## src/rtl/mem_arbiter.sv

```systemverilog
// mem_arbiter: shares the single memory port between instruction fetch (IF)
// and the load/store unit (LSU), with one transaction outstanding at a time.
//
// Ports:
//   clk, reset         rising-edge clock, synchronous active-high reset
//   if_req_i/adr_i     IF read request and word address (held until gnt)
//   if_gnt_o           IF request accepted by memory this cycle
//   if_rvalid_o/rdata  IF response
//   lsu_req_i ...      LSU request, address, we, wdata, size (held to gnt)
//   lsu_gnt_o          LSU request accepted this cycle
//   lsu_rvalid_o/rdata LSU response (load data or store ack)
//   mem_*_o            bus request channel toward memory
//   mem_gnt_i          bus accepted the request this cycle
//   mem_rvalid_i/rdata bus response
//   bus_err_o          one-cycle pulse when a response times out
module mem_arbiter #(
  parameter int XLEN           = 32,
  parameter int MAX_LSU_STREAK = 4,
  parameter int RSP_TIMEOUT    = 64
) (
  input  logic            clk,
  input  logic            reset,

  input  logic            if_req_i,
  input  logic [XLEN-1:0] if_adr_i,
  output logic            if_gnt_o,
  output logic            if_rvalid_o,
  output logic [XLEN-1:0] if_rdata_o,

  input  logic            lsu_req_i,
  input  logic [XLEN-1:0] lsu_adr_i,
  input  logic            lsu_we_i,
  input  logic [XLEN-1:0] lsu_wdata_i,
  input  logic [2:0]      lsu_size_i,
  output logic            lsu_gnt_o,
  output logic            lsu_rvalid_o,
  output logic [XLEN-1:0] lsu_rdata_o,

  output logic            mem_req_o,
  output logic [XLEN-1:0] mem_adr_o,
  output logic            mem_we_o,
  output logic [XLEN-1:0] mem_wdata_o,
  output logic [2:0]      mem_size_o,
  input  logic            mem_gnt_i,
  input  logic            mem_rvalid_i,
  input  logic [XLEN-1:0] mem_rdata_i,

  output logic            bus_err_o
);

  typedef enum logic [1:0] {
    S_IDLE,
    S_WAIT_GNT,
    S_WAIT_RSP
  } state_e;

  typedef enum logic {
    OWN_IF  = 1'b0,
    OWN_LSU = 1'b1
  } owner_e;

  localparam logic [3:0] STREAK_MAX = 4'(MAX_LSU_STREAK);
  localparam logic [7:0] TMO_LAST   = 8'(RSP_TIMEOUT - 1);
  localparam logic [2:0] SIZE_WORD  = 3'b010;

  state_e     state_q, state_d;
  owner_e     owner_q, owner_d;
  logic [3:0] streak_q, streak_d;
  logic [7:0] timer_q, timer_d;

  logic win_lsu;
  logic sel_lsu;
  logic any_req;
  logic req;
  logic gnt;
  logic rsp;
  logic tmo;
  logic live;

  assign any_req = if_req_i | lsu_req_i;
  assign live    = ~reset;

  // LSU has priority unless IF has been passed over MAX_LSU_STREAK times.
  always_comb begin
    win_lsu = 1'b0;
    unique case (1'b1)
      (lsu_req_i && !if_req_i):
        win_lsu = 1'b1;
      (lsu_req_i && if_req_i):
        win_lsu = (streak_q != STREAK_MAX);
      default:
        win_lsu = 1'b0;
    endcase
  end

  // Only IDLE arbitrates live; afterwards the latched owner steers the bus.
  assign sel_lsu = (state_q == S_IDLE) ? win_lsu
                 : (owner_q == OWN_LSU);

  always_comb begin
    state_d  = state_q;
    owner_d  = owner_q;
    streak_d = streak_q;
    timer_d  = timer_q;
    req      = 1'b0;
    gnt      = 1'b0;
    rsp      = 1'b0;
    tmo      = 1'b0;

    unique case (state_q)
      S_IDLE: begin
        if (any_req) begin
          req     = 1'b1;
          owner_d = win_lsu ? OWN_LSU : OWN_IF;
          if (mem_gnt_i) begin
            gnt     = 1'b1;
            timer_d = '0;
            state_d = S_WAIT_RSP;
          end else begin
            state_d = S_WAIT_GNT;
          end
        end
      end
      S_WAIT_GNT: begin
        req = 1'b1;
        if (mem_gnt_i) begin
          gnt     = 1'b1;
          timer_d = '0;
          state_d = S_WAIT_RSP;
        end
      end
      S_WAIT_RSP: begin
        timer_d = timer_q + 8'd1;
        if (mem_rvalid_i) begin
          rsp     = 1'b1;
          state_d = S_IDLE;
        end else if (timer_q == TMO_LAST) begin
          rsp     = 1'b1;
          tmo     = 1'b1;
          state_d = S_IDLE;
        end
      end
      default: begin
        state_d = S_IDLE;
      end
    endcase

    // The streak only counts LSU wins that actually kept IF waiting.
    if (gnt) begin
      if (sel_lsu && if_req_i) begin
        if (streak_q != STREAK_MAX) begin
          streak_d = streak_q + 4'd1;
        end
      end else begin
        streak_d = '0;
      end
    end
  end

  always_ff @(posedge clk) begin
    if (reset) begin
      state_q  <= S_IDLE;
      owner_q  <= OWN_IF;
      streak_q <= '0;
      timer_q  <= '0;
    end else begin
      state_q  <= state_d;
      owner_q  <= owner_d;
      streak_q <= streak_d;
      timer_q  <= timer_d;
    end
  end

  logic mreq;
  assign mreq = live & req;

  assign mem_req_o = mreq;

  always_comb begin
    mem_adr_o   = '0;
    mem_we_o    = 1'b0;
    mem_wdata_o = '0;
    mem_size_o  = '0;
    if (mreq) begin
      if (sel_lsu) begin
        mem_adr_o   = lsu_adr_i;
        mem_we_o    = lsu_we_i;
        mem_wdata_o = lsu_wdata_i;
        mem_size_o  = lsu_size_i;
      end else begin
        mem_adr_o   = if_adr_i;
        mem_size_o  = SIZE_WORD;
      end
    end
  end

  assign if_gnt_o  = live & gnt & ~sel_lsu;
  assign lsu_gnt_o = live & gnt & sel_lsu;

  logic rsp_if;
  logic rsp_lsu;

  assign rsp_if  = live & rsp & (owner_q == OWN_IF);
  assign rsp_lsu = live & rsp & (owner_q == OWN_LSU);

  assign if_rvalid_o  = rsp_if;
  assign lsu_rvalid_o = rsp_lsu;

  // A timed-out response carries zero data rather than whatever is on the bus.
  assign if_rdata_o  = (rsp_if && !tmo) ? mem_rdata_i : '0;
  assign lsu_rdata_o = (rsp_lsu && !tmo) ? mem_rdata_i : '0;

  assign bus_err_o = live & tmo;

endmodule

```

## config.mk

```make
export PLATFORM = sky130hd
export DESIGN_NAME = mem_arbiter
export DESIGN_NICKNAME = d
export VERILOG_FILES = /design/src/rtl/mem_arbiter.sv
export SDC_FILE = /design/constraint.sdc
export NUM_CORES = 1
export LEC_CHECK = 0
export BUFFER_PORTS_ARGS = -buffer_cell sky130_fd_sc_hd__buf_2
export CAP_MARGIN = 0
export CORE_AREA = 2 2 107 109
export CTS_CLUSTER_SIZE = 12
export DETAILED_ROUTE_END_ITERATION = 12
export DIE_AREA = 0 0 109 111
export GPL_ROUTABILITY_DRIVEN = 0
export GPL_TIMING_DRIVEN = 0
export REMOVE_ABC_BUFFERS = 1
export SETUP_SLACK_MARGIN = 0.5
export SYNTH_ARGS = -nofsm -noshare
export SYNTH_HDL_FRONTEND = slang
export SYNTH_SLANG_ARGS = --single-unit
```

## constraint.sdc

```tcl
create_clock -name clk -period 2.65 [get_ports clk]
set_input_delay 0.53 -clock clk [delete_from_list [all_inputs] [get_ports clk]]
set_output_delay 0.53 -clock clk [all_outputs]
set_load 0.01 [all_outputs]
```

==> flow_metrics.tcl, run 1 <==
set metrics [dict create \
    clock_latency_ps 250 \
    whs_ps 502.1 \
    pre_cts_ws_ps -217.2 \
    finalCritPeriodShare_pct 100.6 \
    rrSetupSlack_ps 680 \
    dieArea_mm2 0.01210 \
    min-delay-start "timer_q[5]" \
    synthesis.instances 325 \
    routed_via_density 4.554 \
    critPathMaxFanout 8 \
    fin_ws_ps -15.42 \
    antenna_found_initial 0 \
    final_cell_mix "buf_2 (184), buf_6 (100), and2_4 (87), nand2_1 (64), a21oi_1 (24)" \
    drc 0 \
    cts-root-buf "clkbuf_16" \
    ys_async_sr_fraction_pct 0 \
    die_h_um 111 \
    wire_per_inst_um 17.02 \
    layout-drive-gt1-share_pct 75.40 \
    syn_avg_cell_area_um2 6.221 \
    power_frac_comb_pct 56.8 \
    final_cell_count_no_fill 773 \
    grt_max_degree 22 \
    place_inst 723 \
    fillers 1050 \
    cp-start-kind "flop" \
    cts_tree "built" \
    crit_arrival_ps 2140 \
    hold_violations 0 \
    final_common_cell "buf_2" \
    synth_edf_count 0 \
    relSlewSlack_pct 59.01 \
    cp.required_ps 2120 \
    fin_skew_ps 0.8211 \
    cap_violations 0 \
    grt_pass1_vias 3191 \
    core_mm2 0.01108 \
    switchingPower_uw 468.7 \
    reg2reg_depth 9 \
    rsz0062_at_grt "true" \
    p_leak_uw 0.002644 \
    critical_path_class "flop to primary output" \
    htree_levels 1 \
    drtIter0Drc 119 \
    syn2layout_area_growth_pct 158.3 \
    start_util_pct 18.25 \
    cts_buffers 3 \
    grt_usage_pct 18.03 \
    cellPowerDensity_mw_per_mm2 243.6 \
    synth.distinct_cells 36 \
    status "finished, violations left" \
    grt_overflow 0 \
    final_design_area_no_fill_mm2 0.005223 \
    layout.nets 772 \
    timing.rr.end "streak_q[1]" \
    whs_endpoint "timer_q[5]" \
    routed_wl_um 13160 \
    dieWidth_um 109 \
    clk_path_buf_depth 2 \
    violations "negative setup slack" \
    clk_pin_slew_ps 50 \
    drt_first_pass_iters 4 \
    postRouteAntennaNets 0 \
    synth_ff_type "dfxtp_1" \
    holdPathStages 2 \
    seq_area_frac_synth_pct 14.85 \
    antennaDiodeCount 0 \
    yosysWarnings 0 \
    timing.fmax_ghz 0.3752 \
    power.internal_uw 803.4 \
    synth_area_mm2 0.002022 \
    endpoint_kind "primary output" \
    place_area_mm2 0.003527 \
    io_pins 276 \
    p_clk_share_pct 23.6 \
    numPortBuffers 275 \
    setup_viol 2 \
    finalPower_uw 1272 \
    slew_viol_final 0 \
    r2r-start "streak_q[0]" \
    min_path_type "flop to flop" \
    tightest_slew_ps 610.7 \
    p_sw_share_pct 36.85 \
    dp_hpwl_um 7847 \
    core.rowCount 39 \
    grt_pass1_wl_um 17060 \
    synth-seq-cells 15 \
    vias 3520 \
    cts.sinks 15 \
    vdd_drop_max_uv 192.5 \
    period_minus_slack_ps 2665 \
    p_seq_share_pct 19.5 \
    cts_hold_buf 0 \
]
==> routing by layer <==
metal  routed length [µm]  track usage (%)  vias up
li1                     -                -     1699
met1                 4882            20.34     1625
met2                 7084            35.16      186
met3                 1085            3.762       10
met4                  106            1.368        0
met5                    0                0        -
==> metrics by stage <==
stage	setup TNS, ps	utilization, %
after global routing	-1209	47.15
after global placement	-113550	31.03
final	-19.59	47.15
after floorplan	-23520	-
after detailed placement	-9049	31.84
after CTS	0	39.60
==> area by class of cell <==
type	count	area, µm²	share of cell area [%]
multi-input cells	290	2142	41.02
flip-flops and latches	15	317.8	6.085
well taps	143	178.9	3.426
repair buffers	317	2490	47.68
inverters	4	15.01	0.2875
clock buffers	4	78.83	1.509
==> how the worst max path moves through the flow <==
stage	from	endpoint	slack [ps]	cells past startpoint
final	streak_q[0]	mem_wdata_o[7]	-20	8
after detailed placement	if_req_i	mem_adr_o[28]	-220	8
after floorplan	streak_q[0]	mem_adr_o[0]	-690	6
after global routing	streak_q[0]	mem_wdata_o[7]	-70	8
after CTS	streak_q[1]	mem_wdata_o[10]	30	8
after global placement	if_req_i	mem_adr_o[28]	-2070	6
==> registers in the layout (all words and copies together) (netlist names) <==
register and cells:
owner_q 1, state_q 2, streak_q 4, timer_q 8
==> power by group through the flow <==
stage	clock, µW	sequential [µW]	combinational [µW]
2_1_floorplan	0	244	210
3_3_place_gp	0	246	445
3_5_place_dp	0	248	463
4_1_cts	308	248	620
5_1_grt	320	250	774
6_report	301	249	723
==> critical path, stage by stage, from the launching register on <==
cell	delay, ps
dfxtp_2	330
inv_2	50
ha_4	140
and4b_4	220
o41a_4	540
nor2_4	180
buf_6	160
and2_4	150
buf_6	100
==> cell families after synthesis <==
group / Yosys count / share of synthesized area, %
AND/OR/NAND/NOR: 222 / 59.53
AO/OA/AOI/OAI: 56 / 15.66
buffers and inverters: 28 / 7.673
flip-flops: 15 / 14.85
adder cells (fa/ha/maj): 3 / 1.857
XOR/XNOR: 1 / 0.4332
==> cells in the mapped netlist, types with 6 or more instances <==
| cell | number | area share (%) |
|---|---|---|
| and2_1 | 101 | 31 |
| nand2_1 | 75 | 14 |
| a21oi_1 | 42 | 10 |
| dfxtp_1 | 15 | 15 |
| nor2_1 | 11 | 2.0 |
| buf_2 | 8 | 2.0 |
| clkbuf_1 | 8 | 1.5 |
| or3_1 | 7 | 2.2 |
| nand4_1 | 6 | 1.9 |
| o21ai_0 | 6 | 1.5 |
==> what timing repair did <==
action                     in CTS  in global routing
setup endpoints to repair     138                137
resized for setup              92                188
gates cloned                   12                  1
pin swaps                      58                 52
buffers inserted               26                  7
Note: power is estimated with default switching activity, not from simulation.
==> inputs of run 2 (changes only) <==
Settings changed: BUFFER_PORTS_ARGS -buffer_cell sky130_fd_sc_hd__buf_2 to default, CORE_AREA 2 2 107 109 to 2 2 106 108, DIE_AREA 0 0 109 111 to 0 0 108 110, DONT_BUFFER_PORTS from default to 1, GPL_TIMING_DRIVEN 0 to default, MAX_ROUTING_LAYER from default to met4.
==> run 2 against run 1 <==
Compared with the run above: the run now ends clean; clock skew up 4.0 ps; sequential share of layout area up 2.5 points; final cell count down 35%; critical path depth down 1; first-iteration DRC count down 12%; routed wire length down 13%; global-route usage down 2.5 points; sequential power down 4%; hold slack worse by 160 ps; maximum frequency up 4.3%; utilization down 13 points; register-to-register slack worse by 80 ps; critical endpoint is now mem_wdata_o[19].
==> flow_metrics.tcl, run 2 (synthesized netlist as in run 1, its figures left out) <==
set metrics [dict create \
    start_util_pct 18.90 \
    p_leak_uw 0.001442 \
    dp_hpwl_um 6831 \
    vdd_drop_max_uv 174.1 \
    grt_pass1_vias 2281 \
    regMostFlops "timer_q" \
    cts_tree "built" \
    critical_path_class "flop to primary output" \
    critPathMaxFanout 12 \
    core_mm2 0.01070 \
    cp.required_ps 2120 \
    antenna_found_initial 0 \
    top_regs "timer_q: 8 flops, streak_q: 4 flops, state_q: 2 flops" \
    drc 0 \
    htree_levels 1 \
    fin_skew_ps 4.796 \
    largest_register_ffs 8 \
    finalCritPeriodShare_pct 96.46 \
    cp-start-kind "flop" \
    crit_family "simple AND/OR/NAND/NOR gates" \
    cts_buffers 3 \
    core.rowCount 38 \
    grt_usage_pct 15.58 \
    final_common_cell "and2_4" \
    layout.nets 503 \
    crit_arrival_ps 2030 \
    p_seq_share_pct 21.4 \
    p_clk_share_pct 16.7 \
    cap_violations 0 \
    layout-drive-gt1-share_pct 65.10 \
    setup_viol 0 \
    io_pins 276 \
    grt_pass1_wl_um 13380 \
    worst-path-buf-inv 2 \
    rsz0062_at_grt "true" \
    p_sw_share_pct 41.53 \
    power.internal_uw 651.1 \
    routed_wl_um 11480 \
    dieWidth_um 108 \
    whs_ps 342.0 \
    status "complete, no violations" \
    min_path_type "input pin to flop" \
    die_h_um 110 \
    fillers 1065 \
    drt_first_pass_iters 4 \
    cellPowerDensity_mw_per_mm2 304.9 \
    hold_violations 0 \
    switchingPower_uw 462.4 \
    syn2layout_area_growth_pct 80.63 \
    antennaDiodeCount 0 \
    postRouteAntennaNets 0 \
    numPortBuffers 0 \
    relSlewSlack_pct 63.59 \
    clk_path_buf_depth 2 \
    clk_pin_slew_ps 60 \
    cts_hold_buf 0 \
    final_cell_mix "and2_4 (82), nand2_1 (37), buf_4 (24), a21oi_4 (20)" \
    tightest_slew_ps 542.5 \
    wire_per_inst_um 22.91 \
    final_util_pct 34.14 \
    clock_latency_ps 250 \
    cp_slowest_cell "o41a_1" \
    cts.sinks 15 \
    drtIter0Drc 105 \
    grt_max_degree 42 \
    dieArea_mm2 0.01188 \
    cts-root-buf "clkbuf_8" \
    path_cells "inv_2, ha_4, and4b_4, o41a_1, buf_12, nor2_4, and2_4" \
    grt_overflow 0 \
    slew_viol_final 0 \
    rrSetupSlack_ps 600 \
    power_frac_comb_pct 61.9 \
    multi_input_area_mm2 0.002421 \
    endpoint_kind "primary output" \
    timing.fmax_ghz 0.3912 \
    seqCellArea_um2 312.8 \
    slowest_delay_ps 400 \
    vias 2630 \
    period_minus_slack_ps 2556 \
    routed_via_density 5.250 \
]
## run 2: cell type report
cell class | instances | share of cell area (%)
multi-input combinational | 289 | 66.29
clock buffer | 4 | 1.233
sequential | 15 | 8.565
timing repair buffer | 49 | 18.71
inverter | 4 | 0.4111
tap | 140 | 4.796
## run 2: final timing paths
kind | cells after the start | start | endpoint
max | 7 | streak_q[1] | mem_wdata_o[19]
min | 1 | reset | timer_q[1]
min reg2reg | 2 | streak_q[1] | streak_q[1]
max reg2reg | 11 | streak_q[1] | streak_q[1]
## run 2: timing repair
item | CTS | global route
gates cloned | 13 | 8
resized for setup | 112 | 142
pin swaps | 22 | 35
buffers inserted | 12 | 10
endpoints found under the setup margin | 136 | 105
## run 2: metrics by stage
| stage | worst slack [ps] | power [µW] | setup TNS, ps | cells | instance area (µm²) |
|---|---|---|---|---|---|
| floorplan | -693.4 | 453.3 | -23520 | 301 | 1882 |
| global placement | 294.1 | 529.0 | 0 | 454 | 2200 |
| detailed placement | 234.5 | 537.5 | 0 | 454 | 2200 |
| CTS | 144.2 | 903.8 | 0 | 483 | 2880 |
| global route | 34.39 | 1162 | 0 | 501 | 3652 |
| finish | 93.87 | 1114 | 0 | 501 | 3652 |
## run 2: worst reg2reg max path: stages, from the launching register on
cell and delay [ps]:
dfxtp_2 360, inv_2 50, ha_4 150, and4b_4 210, o41ai_4 240, buf_4 200, buf_12 110, buf_16 130
buf_8 120, buf_4 130, nand4_1 100, a21oi_1 170
## run 2: power by group through the flow
stage | combinational, µW | clock [µW] | sequential, µW
after detailed placement | 295 | 0 | 242
after global placement | 287 | 0 | 242
after global routing | 721 | 203 | 239
after CTS | 472 | 194 | 238
final | 689 | 186 | 238
after floorplan | 210 | 0 | 244
## run 2: per-layer routing
| layer | part of all wire (%) | GRT usage, % | vias to the layer above | routed length, µm |
|---|---|---|---|---|
| li1 | - | - | 1150 | - |
| met5 | 0 | - | - | 0 |
| met4 | 2.1 | 2.381 | 0 | 240 |
| met1 | 36 | 16.81 | 1244 | 4093 |
| met3 | 9.4 | 3.527 | 18 | 1080 |
| met2 | 53 | 29.69 | 218 | 6062 |
==> inputs of run 3 (changes only) <==
Settings changed: CELL_PAD_IN_SITES_DETAIL_PLACEMENT from default to 0, CELL_PAD_IN_SITES_GLOBAL_PLACEMENT from default to 1, PLACE_DENSITY_LB_ADDON from default to 0.1, SLEW_MARGIN from default to 40.
==> run 3 against run 2 <==
Compared with the run above: final cell count fell by 1.6%; sequential power barely moved; combinational power fell by 20%; clock-buffer cell count fell by 1; hold slack got worse by 5.1 ps; total power fell by 12%; critical endpoint is now mem_wdata_o[10]; largest power group unchanged.
==> flow_metrics.tcl, run 3 (synthesized netlist as in run 1, its figures left out) <==
set metrics [dict create \
    status "complete, no violations" \
    drc 0 \
    grt_overflow 0 \
    cts_tree "built" \
    regMostFlops "timer_q" \
    cp-start-kind "flop" \
    slowest_delay_ps 370 \
    dp_hpwl_um 6803 \
    grt_pass1_wl_um 12790 \
    drtIter0Drc 101 \
    postRouteAntennaNets 0 \
    p_leak_uw 0.001245 \
    worst-path-buf-inv 3 \
    antenna_found_initial 1 \
    core.rowCount 38 \
    numPortBuffers 0 \
    final_cell_count_no_fill 493 \
    cpMostUsedCell "buf_12" \
    place_inst 461 \
    seqCellArea_um2 315.3 \
    finalCritPeriodShare_pct 93.22 \
    vdd_drop_max_uv 149.7 \
    htree_levels 1 \
    dieArea_mm2 0.01188 \
    power.internal_uw 585.0 \
    final_common_cell "and2_4" \
    drt_first_pass_iters 4 \
    min_path_type "input pin to flop" \
    io_pins 276 \
    crit_arrival_ps 1940 \
    start_util_pct 18.90 \
    fillers 1160 \
    multi_input_area_mm2 0.002044 \
    cts.sinks 15 \
    fin_skew_ps 1.519 \
    grt_max_degree 40 \
    path_cells "inv_2, ha_4, and4b_4, o41a_1, buf_12, nor2_4, buf_12, and2_4" \
    hold_violations 0 \
    clk_path_buf_depth 2 \
    rsz0062_at_grt "true" \
    grt_usage_pct 14.62 \
    grt_pass1_vias 2311 \
    setup_viol 0 \
    routed_via_density 4.976 \
    fin_ws_ps 179.7 \
    p_seq_share_pct 24.4 \
    critPathMaxFanout 18 \
    timing.fmax_ghz 0.4048 \
    relSlewSlack_pct 58.11 \
    layout-drive-gt1-share_pct 52.84 \
    period_minus_slack_ps 2470 \
    vias 2453 \
    power_frac_comb_pct 56.0 \
    layout.nets 494 \
    clk_pin_slew_ps 70 \
    cts-root-buf "clkbuf_8" \
    dieWidth_um 108 \
    clock_latency_ps 250 \
    final_util_pct 29.40 \
    endpoint_kind "primary output" \
    pre_cts_ws_ps 162.6 \
    final_cell_mix "and2_4 (56), nand2_1 (46), and2_1 (45), nand2_2 (25), buf_4 (24)" \
    switchingPower_uw 396.9 \
    syn2layout_area_growth_pct 55.57 \
    critical_path_class "flop to primary output" \
    top_regs "timer_q: 8 flops, streak_q: 4 flops, state_q: 2 flops" \
    p_clk_share_pct 19.6 \
    routed_wl_um 10090 \
    cp_slowest_cell "o41a_1" \
    cap_violations 0 \
    cp.required_ps 2120 \
    slew_viol_final 0 \
    core_mm2 0.01070 \
    largest_register_ffs 8 \
    p_sw_share_pct 40.42 \
    wire_per_inst_um 20.46 \
    tightest_slew_ps 624.1 \
    cts_buffers 3 \
    crit_family "simple AND/OR/NAND/NOR gates" \
    cellPowerDensity_mw_per_mm2 312.2 \
    die_h_um 110 \
]
## run 3: final timing paths
path         depth (start not counted)               to        start  slack, ps
min                                  1       state_q[0]    mem_gnt_i        340
min reg2reg                          2       timer_q[5]   timer_q[5]        510
max                                  8  mem_wdata_o[10]  streak_q[1]        180
max reg2reg                         11      streak_q[2]  streak_q[1]        680
## run 3: metrics by stage
stage,setup TNS (ps),total power [µW],cell area [µm²],hold slack [ps]
floorplan,-23520,453.3,1882,455.5
global placement,0,571.4,2265,470.7
detailed placement,0,568.0,2265,474.8
CTS,0,938.6,2868,325.8
global route,0,1029,3146,327.5
finish,0,981.9,3146,336.9
## run 3: repair_timing
item / CTS / global route
setup endpoints to repair: 138 / 136
hold buffers: 0 / 0
gates resized for setup: 100 / 69
setup buffers: 12 / 6
pin swaps: 26 / 23
gates cloned: 7 / 2
## run 3: routing by layer
layer / GRT usage, % / vias up / wire (µm) / part of all wire, %
met5: - / - / 0 / 0
met4: 4.029 / 0 / 248 / 2.5
met3: 3.880 / 12 / 855 / 8.5
met2: 26.86 / 172 / 5133 / 51
met1: 15.52 / 1143 / 3851 / 38
li1: - / 1126 / - / -
## run 3: area by class of cell
class / instances / share of cell area, %
multi-input cells: 285 / 65.00
repair buffers: 44 / 17.38
flip-flops and latches: 15 / 10.02
well taps: 140 / 5.569
clock buffers: 3 / 1.313
inverters: 4 / 0.4773
clock inverters: 1 / 0.1591
diodes: 1 / 0.07955
## run 3: power by group through the flow
stage / registers (µW) / logic (µW) / clock network, µW
after floorplan: 244 / 210 / 0
final: 240 / 549 / 193
after global placement: 245 / 326 / 0
after global routing: 241 / 580 / 207
after detailed placement: 245 / 323 / 0
after CTS: 241 / 495 / 203
